### config.mk
export PLATFORM = sky130hd
export DESIGN_NAME = ex_mem_stage
export DESIGN_NICKNAME = d
export VERILOG_FILES = /design/src/rtl/ex_mem_stage.sv
export SDC_FILE = /design/constraint.sdc
export NUM_CORES = 1
export LEC_CHECK = 0
export BUFFER_PORTS_ARGS = -buffer_cell sky130_fd_sc_hd__buf_2
export CORE_ASPECT_RATIO = 0.5
export CORE_MARGIN = 2
export CORE_UTILIZATION = 39
export CTS_BUF_LIST = sky130_fd_sc_hd__clkbuf_4 sky130_fd_sc_hd__clkbuf_8
export DETAILED_ROUTE_END_ITERATION = 12
export GPL_TIMING_DRIVEN = 0
export PLACE_DENSITY = 0.67
export SLEW_MARGIN = 20
export SYNTH_ARGS = -nofsm -noshare
export SYNTH_HDL_FRONTEND = slang
export SYNTH_SLANG_ARGS = --single-unit
### constraint.sdc
create_clock -name clk -period 2.1 [get_ports clk]
set_clock_uncertainty 0.1 [all_clocks]
set_input_delay 0.21 -clock clk [delete_from_list [all_inputs] [get_ports clk]]
set_output_delay 0.21 -clock clk [all_outputs]
set_load 0.01 [all_outputs]
### src/rtl/ex_mem_stage.sv
// ex_mem_stage
//   EX->MEM pipeline register sitting after the EX-stage ALU. It also holds
//   the architectural {Z,V,N} flag register, a sticky halt bit, a forwarding
//   tap for the EX stage, and a 16-bit count of instructions that left EX.
//
// Ports
//   clk, rst_n                : clock (rising edge), async active-low reset
//   stall, flush              : hold everything / inject a bubble (flush wins)
//   ex_*                      : instruction currently in EX
//   mem_*                     : registered instruction now in MEM
//   flags                     : {Z,V,N}, updated as an instruction advances
//   fwd_en, fwd_rd, fwd_data  : forwarding tap taken from the stage registers
//   halted                    : set once HLT (4'hF) advances; cleared by reset
//   retire_cnt                : wrapping count of advanced instructions
module ex_mem_stage #(
  parameter int DATA_W = 16,
  parameter int REG_AW = 4
) (
  input  logic              clk,
  input  logic              rst_n,
  input  logic              stall,
  input  logic              flush,
  input  logic              ex_valid,
  input  logic [3:0]        ex_opcode,
  input  logic [DATA_W-1:0] ex_alu_out,
  input  logic              ex_ovfl,
  input  logic [DATA_W-1:0] ex_st_data,
  input  logic [REG_AW-1:0] ex_rd,
  input  logic              ex_reg_write,
  input  logic              ex_mem_read,
  input  logic              ex_mem_write,
  output logic              mem_valid,
  output logic [3:0]        mem_opcode,
  output logic [DATA_W-1:0] mem_alu_out,
  output logic [DATA_W-1:0] mem_st_data,
  output logic [REG_AW-1:0] mem_rd,
  output logic              mem_reg_write,
  output logic              mem_mem_read,
  output logic              mem_mem_write,
  output logic [2:0]        flags,
  output logic              fwd_en,
  output logic [REG_AW-1:0] fwd_rd,
  output logic [DATA_W-1:0] fwd_data,
  output logic              halted,
  output logic [15:0]       retire_cnt
);

  localparam logic [3:0] OP_ADD = 4'h0;
  localparam logic [3:0] OP_SUB = 4'h1;
  localparam logic [3:0] OP_XOR = 4'h2;
  localparam logic [3:0] OP_SLL = 4'h4;
  localparam logic [3:0] OP_SRA = 4'h5;
  localparam logic [3:0] OP_ROR = 4'h6;
  localparam logic [3:0] OP_HLT = 4'hF;

  logic              valid_q,  valid_d;
  logic [3:0]        opcode_q, opcode_d;
  logic [DATA_W-1:0] alu_q,    alu_d;
  logic [DATA_W-1:0] st_q,     st_d;
  logic [REG_AW-1:0] rd_q,     rd_d;
  logic              rw_q,     rw_d;
  logic              mr_q,     mr_d;
  logic              mw_q,     mw_d;
  logic [2:0]        flags_q,  flags_d;   // {Z,V,N}
  logic              halted_q, halted_d;
  logic [15:0]       cnt_q,    cnt_d;

  logic res_zero;
  assign res_zero = (ex_alu_out == '0);

  always_comb begin
    valid_d  = valid_q;
    opcode_d = opcode_q;
    alu_d    = alu_q;
    st_d     = st_q;
    rd_d     = rd_q;
    rw_d     = rw_q;
    mr_d     = mr_q;
    mw_d     = mw_q;
    flags_d  = flags_q;
    halted_d = halted_q;
    cnt_d    = cnt_q;

    // Flush is checked before stall so a flushed slot never survives a stall.
    if (flush || (!stall && (!ex_valid || halted_q))) begin
      valid_d  = 1'b0;
      opcode_d = '0;
      alu_d    = '0;
      st_d     = '0;
      rd_d     = '0;
      rw_d     = 1'b0;
      mr_d     = 1'b0;
      mw_d     = 1'b0;
    end else if (!stall) begin
      valid_d  = 1'b1;
      opcode_d = ex_opcode;
      alu_d    = ex_alu_out;
      st_d     = ex_st_data;
      rd_d     = ex_rd;
      rw_d     = ex_reg_write;
      mr_d     = ex_mem_read;
      mw_d     = ex_mem_write;
      cnt_d    = cnt_q + 16'd1;
      if (ex_opcode == OP_HLT) halted_d = 1'b1;
      case (ex_opcode)
        OP_ADD, OP_SUB:                 flags_d = {res_zero, ex_ovfl, ex_alu_out[DATA_W-1]};
        OP_XOR, OP_SLL, OP_SRA, OP_ROR: flags_d[2] = res_zero;
        default:                        flags_d = flags_q;
      endcase
    end
  end

  always_ff @(posedge clk or negedge rst_n) begin
    if (!rst_n) begin
      valid_q  <= 1'b0;
      opcode_q <= '0;
      alu_q    <= '0;
      st_q     <= '0;
      rd_q     <= '0;
      rw_q     <= 1'b0;
      mr_q     <= 1'b0;
      mw_q     <= 1'b0;
      flags_q  <= 3'b000;
      halted_q <= 1'b0;
      cnt_q    <= '0;
    end else begin
      valid_q  <= valid_d;
      opcode_q <= opcode_d;
      alu_q    <= alu_d;
      st_q     <= st_d;
      rd_q     <= rd_d;
      rw_q     <= rw_d;
      mr_q     <= mr_d;
      mw_q     <= mw_d;
      flags_q  <= flags_d;
      halted_q <= halted_d;
      cnt_q    <= cnt_d;
    end
  end

  assign mem_valid     = valid_q;
  assign mem_opcode    = opcode_q;
  assign mem_alu_out   = alu_q;
  assign mem_st_data   = st_q;
  assign mem_rd        = rd_q;
  assign mem_reg_write = rw_q & valid_q;
  assign mem_mem_read  = mr_q & valid_q;
  assign mem_mem_write = mw_q & valid_q;
  assign flags         = flags_q;
  assign halted        = halted_q;
  assign retire_cnt    = cnt_q;

  // r0 is hardwired zero, so it is never a forwarding source.
  assign fwd_en   = valid_q & rw_q & (rd_q != '0);
  assign fwd_rd   = rd_q;
  assign fwd_data = alu_q;

endmodule

After elaboration in Yosys (flattened, before gate mapping)
Cells that the tools add are included.
{ "word_totals": {"reg_bits": 64, "input_bits": 49, "out_inout_bits": 85} }
{ "classes": {"addsub": 1, "n_mux": 16, "bitwise_logic": 6, "n_eq_ne": 7, "reduce_logical": 14} }
{ "ops": {"columns": ["operator", "count"], "rows": [
  ["two-way mux 16 bit", 4],
  ["adder 16 x 1 -> 16 bit (second input constant)", 1],
  ["logical NOT 16 bit", 1],
  ["two-way mux 4 bit", 4],
  ["== test 4 x 3 -> 1 bit (second input constant)", 3],
  ["AND reduction 3 bit", 3],
  ["two-way mux 1 bit", 8],
  ["OR reduction 6 bit", 1],
  ["AND 1 bit", 4],
  ["== test 4 x 1 -> 1 bit (second input constant)", 1],
  ["== test 4 x 2 -> 1 bit (second input constant)", 1],
  ["== test 4 bit (second input constant)", 1],
  ["logical NOT 4 bit", 1],
  ["nonzero test 4 bit", 1],
  ["logical NOT 1 bit", 2],
  ["logical OR 1 bit", 2],
  ["inequality test 2 x 1 -> 1 bit (second input constant)", 1],
  ["NOT 1 bit", 2],
  ["AND reduction 2 bit", 1],
  ["OR reduction 2 bit", 1],
  ["logical AND 1 bit", 1]
]} }

Depth between registers and ports, before layout
{ "logic_depth": {"ltp_word": 6, "ltp_mapped": 5} }

Least setup slack after synthesis
OpenSTA, ideal clock, no wires.
{ "synth_timing": {"path_kind": "register -> register", "startpoint": "reg halted_q, in the netlist halted", "endpoint": "reg cnt_q[12], in the netlist retire_cnt[12]", "setup_ns": 0.126, "path_stages_with_launch": 6, "required_ns": 1.874, "path_slack_ns": 0.209, "synth_period_minus_slack_ns": 1.891, "arrival_ns": 1.665, "cell_sequence": "dfrtp_1 -> or4b_4 -> buf_6 -> nor4_4 -> nand4_1 -> xnor2_1"} }
{ "synth_between": {"elab_chain_len": 5} }
{ "synth_lines": {"columns": ["element", "line_no", "source"], "rows": [
  ["start, declared", "65", "logic halted_q, halted_d;"],
  ["start signal, assigned", "136", "halted_q <= halted_d;"],
  ["logical OR 1 bit", "85", "if (flush || (!stall && (!ex_valid || halted_q))) begin"],
  ["logical AND 1 bit", "85", null],
  ["logical OR 1 bit", "85", null],
  ["NOT 1 bit (no source line)", null, null],
  ["AND reduction 2 bit (no source line)", null, null],
  ["end signal, assigned", "137", "cnt_q <= cnt_d;"],
  ["end, declared", "66", "logic [15:0] cnt_q, cnt_d;"]
]} }
No other way between the ends.
A chain may end at the register's enable or synchronous reset.

Worst setup path in the final report
{ "layout_timing": {"startpoint": "reg halted_q, in the netlist halted", "endpoint": "reg flags_q[1], in the netlist flags[1]"} }
{ "layout_between": {"elab_chain_len": 5} }
{ "layout_lines": {"columns": ["element", "line_no", "source"], "rows": [
  ["logical OR 1 bit", "85", null],
  ["logical AND 1 bit", "85", null],
  ["logical OR 1 bit", "85", null],
  ["NOT 1 bit (no source line)", null, null],
  ["AND reduction 3 bit (no source line)", null, null],
  ["end signal, assigned", "135", "flags_q <= flags_d;"],
  ["end, declared", "64", "logic [2:0] flags_q, flags_d;"]
]} }
No other way between the ends.

==> metrics.txt <==
# TYPE chip_impl_metric gauge
chip_impl_info{name="outcome",value="finished, final reports clean"} 1
chip_impl_metric{name="dr.first_iter.drc_count",unit=""} 112
chip_impl_metric{name="timing.critical_path.fanout_max",unit=""} 10
chip_impl_metric{name="p_per_area",unit="mW/mm^2"} 747
chip_impl_metric{name="synth-edff-count",unit=""} 0
chip_impl_metric{name="final_antenna_net_count",unit=""} 0
chip_impl_metric{name="post_drt_via_cell_ratio",unit=""} 4.91
chip_impl_metric{name="track_usage",unit="%"} 19.1
chip_impl_info{name="timing.rr.start",value="halted$_DFFE_PN0P_"} 1
chip_impl_metric{name="postSynth.asyncResetShare",unit="%"} 100
chip_impl_metric{name="hpwl",unit="um"} 4660
chip_impl_metric{name="clock-sinks",unit=""} 64
chip_impl_metric{name="insertion_delay",unit="ns"} 0.33
chip_impl_metric{name="finalWeightedCongestion",unit=""} 0.825
chip_impl_metric{name="critPathRequiredTime",unit="ns"} 2.22
chip_impl_metric{name="first_global_vias",unit=""} 2280
chip_impl_metric{name="p_sw",unit="mW"} 0.769
chip_impl_metric{name="worst_ir_drop_vdd",unit="mV"} 0.357
chip_impl_metric{name="mappedNetlistNets",unit=""} 253
chip_impl_metric{name="nets",unit=""} 420
chip_impl_info{name="mostFrequentLayoutCells",value="132 x buf_2, 64 x dfrtp_1, 43 x a22o_1, 23 x dlygate4sd3_1, 21 x buf_4"} 1
chip_impl_metric{name="max_clock_freq",unit="MHz"} 503
chip_impl_info{name="critical_path_class",value="flop to flop"} 1
chip_impl_info{name="timing.hold.worst_endpoint",value="mr_q$_DFFE_PN0P_"} 1
chip_impl_info{name="topRoutingLayerUsed",value="met4"} 1
chip_impl_metric{name="min_period",unit="ns"} 1.99
chip_impl_metric{name="drt-total-wl",unit="um"} 6960
chip_impl_metric{name="global_route.overflow_total",unit=""} 0
chip_impl_metric{name="final-setup-viol-count",unit=""} 0
chip_impl_metric{name="placement.cell_area",unit="mm^2"} 0.00343
chip_impl_metric{name="timing.setup.tns",unit="ns"} 0
chip_impl_metric{name="power.static_leakage",unit="nW"} 2.13
chip_impl_metric{name="synth_area_per_cell",unit="um^2"} 13.0
chip_impl_info{name="tritoncts",value="built"} 1
chip_impl_metric{name="report.final.hold_viol_count",unit=""} 0
chip_impl_metric{name="intPower",unit="mW"} 2.11
chip_impl_info{name="hold_start",value="ex_mem_read"} 1
chip_impl_metric{name="met3_length",unit="um"} 274
chip_impl_info{name="hold_path.class",value="input pin to flop"} 1
chip_impl_metric{name="iteration_count_of_the_initial_detailed_routing_pass",unit=""} 4
chip_impl_info{name="rr_endpoint",value="flags[1]$_DFFE_PN0P_"} 1
chip_impl_metric{name="worstMarginPinSlew",unit="ns"} 0.812
chip_impl_metric{name="postLayoutCoreUtil",unit="%"} 58.3
chip_impl_metric{name="power_switching_share",unit="%"} 26.7
chip_impl_metric{name="post-route-period-util",unit="%"} 94.6
chip_impl_metric{name="cts_made_buffers",unit=""} 9
chip_impl_metric{name="synth.yosys.seq_area_share",unit="%"} 60.5
chip_impl_metric{name="number_of_antenna_violations_at_the_first_check_in_global_routing",unit=""} 0
chip_impl_metric{name="power.clock.fraction",unit="%"} 36.1
chip_impl_metric{name="dieWidth",unit="um"} 121
chip_impl_metric{name="share_of_cells_above_drive_strength_1",unit="%"} 47.7
chip_impl_metric{name="reg2reg_depth",unit=""} 4
chip_impl_metric{name="area_growth",unit="%"} 45.7
chip_impl_info{name="clock-root-buffer",value="clkbuf_8"} 1
chip_impl_metric{name="buffer_ports.inserted",unit=""} 133
chip_impl_info{name="mostFrequentLayoutCell",value="buf_2"} 1
chip_impl_metric{name="detailroute.via_count",unit=""} 2292
chip_impl_metric{name="seq_power_share",unit="%"} 48.9
chip_impl_metric{name="wl_met2",unit="um"} 3650
chip_impl_metric{name="r2r_slack",unit="ns"} 0.11
chip_impl_metric{name="antenna_cells_inserted",unit=""} 0
chip_impl_info{name="rsz_0062_raised_after_global_routing",value="false"} 1
chip_impl_metric{name="grt_first_pass_wirelength",unit="um"} 11300
chip_impl_metric{name="core",unit="mm^2"} 0.00662
chip_impl_info{name="synth_flop_cell",value="dfrtp_1"} 1
chip_impl_metric{name="die_area",unit="mm^2"} 0.00750
chip_impl_metric{name="h-tree-depth",unit=""} 3
chip_impl_info{name="setup.worst_path.start_class",value="flop"} 1
chip_impl_metric{name="layout.cell_area.non_filler",unit="mm^2"} 0.00386
chip_impl_metric{name="pwr-share-comb",unit="%"} 15.0
chip_impl_metric{name="maxSlewViolCount",unit=""} 0
chip_impl_metric{name="drc_errors",unit=""} 0
chip_impl_metric{name="fp.dieH",unit="um"} 62.3
chip_impl_metric{name="placement_rows",unit=""} 21
chip_impl_metric{name="route.layer.met1.wl",unit="um"} 2910
chip_impl_metric{name="hold_slack",unit="ns"} 0.0126
chip_impl_metric{name="netlist_area",unit="mm^2"} 0.00265
chip_impl_metric{name="synthDistinctLibCells",unit=""} 28
chip_impl_metric{name="total_power_of_the_final_layout",unit="mW"} 2.88
chip_impl_metric{name="num_io_pins",unit=""} 134
chip_impl_metric{name="critical_path_arrival",unit="ns"} 2.10
chip_impl_metric{name="initial_core_util",unit="%"} 40.0
chip_impl_metric{name="slew_headroom",unit="%"} 45.9
chip_impl_info{name="timing.critical_path.to_type",value="flop"} 1
chip_impl_metric{name="yosys_warnings",unit=""} 0
chip_impl_metric{name="grt_max_degree",unit=""} 65
chip_impl_metric{name="cts_buffer_depth",unit=""} 2
chip_impl_metric{name="hold-path-cell-count",unit=""} 2
chip_impl_metric{name="cts.clk_slew.worst_paths",unit="ns"} 0.07
chip_impl_metric{name="syn-instance-count",unit=""} 203
chip_impl_metric{name="ys_seq_elements",unit=""} 64
chip_impl_metric{name="detail_route.wl_per_cell",unit="um"} 14.9
chip_impl_metric{name="cap_viol_max_count",unit=""} 0
per-layer routing:
layer,global-route usage (%),vias up
li1,-,1061
met1,22.7,1156
met2,33.1,63
met3,5.51,12
met4,6.83,0
met5,0,-
power groups by stage:
stage                     registers, mW  clock network, mW  logic [mW]
after global routing               1.43               1.12       0.477
final                              1.41               1.04       0.431
after floorplan                    1.46                  0       0.154
after CTS                          1.41               1.07       0.433
after global placement             1.43                  0       0.394
after detailed placement           1.43                  0       0.400
sequential cells by signal, indices dropped and copies added, names as in the netlist:
signal       cells
mem_valid        1
mr_q             1
rw_q             1
mw_q             1
mem_opcode       4
fwd_rd           4
mem_st_data     16
flags            3
retire_cnt      16
halted           1
fwd_data        16
worst max path at each step:
stage / start / slack [ns] / endpoint / cells past startpoint
6_report: halted$_DFFE_PN0P_ / 0.11 / flags[1]$_DFFE_PN0P_ / 4
5_1_grt: halted$_DFFE_PN0P_ / 0.009 / fwd_data[2]$_DFFE_PN0P_ / 4
4_1_cts: halted$_DFFE_PN0P_ / 0.03 / fwd_data[0]$_DFFE_PN0P_ / 4
3_5_place_dp: halted$_DFFE_PN0P_ / 0.04 / fwd_data[0]$_DFFE_PN0P_ / 4
3_3_place_gp: halted$_DFFE_PN0P_ / 0.14 / mem_st_data[15]$_DFFE_PN0P_ / 4
2_1_floorplan: halted$_DFFE_PN0P_ / 0.21 / retire_cnt[12]$_DFFE_PN0P_ / 5
logic make-up (layout without fill, tap and decap cells):
logic type,Yosys count,after routing,synth area share [%]
compound gates,47,47,15.5
flops,64,64,60.5
xor+xnor,15,15,4.96
buf+inv,32,204,7.66
mux,2,2,0.851
fa+ha+maj,1,1,0.473
simple gates,42,42,10.1
through the flow:
stage / instances / setup WS [ns]
finish: 467 / 0.114
global route: 467 / 0.00857
CTS: 466 / 0.0330
detailed placement: 428 / 0.0417
global placement: 428 / 0.138
floorplan: 203 / 0.209
synthesized netlist by cell type, types with 2 or more instances:
cell / count / area [um^2]
and3_1: 3 / 18.8
xor2_1: 5 / 43.8
and2_1: 3 / 18.8
nand4_1: 6 / 37.5
nor4_2: 2 / 25.0
nand3_1: 4 / 20.0
dfrtp_1: 64 / 1600
a22o_1: 43 / 377
nand2_1: 10 / 37.5
buf_4: 20 / 150
clkbuf_1: 10 / 37.5
mux2_2: 2 / 22.5
xnor2_1: 10 / 87.6
nor2_1: 3 / 11.3
nor4_1: 5 / 31.3
timing repair:
| item | CTS | global route |
|---|---|---|
| resized for setup | 0 | 2 |
| hold buffers | 22 | 1 |
| endpoints found under the setup margin | 0 | 30 |
| hold endpoints to repair | 85 | 1 |
| setup buffers | 0 | 0 |
final cells by class:
cell class	instances	area (um^2)
fill	550	2760
sequential	64	1600
timing repair buffer	156	898
multi-input combinational	107	843
buffer	31	200
clock buffer	11	139
tap	92	115
clock inverter	5	57.6
inverter	1	3.75
worst max-delay path, stage by stage (launching register included):
cell,delay (ns)
dfrtp_1,0.41
or4b_4,0.55
buf_6,0.17
nor4_2,0.26
mux2_2,0.38
Power figures use the tool's default switching activity.
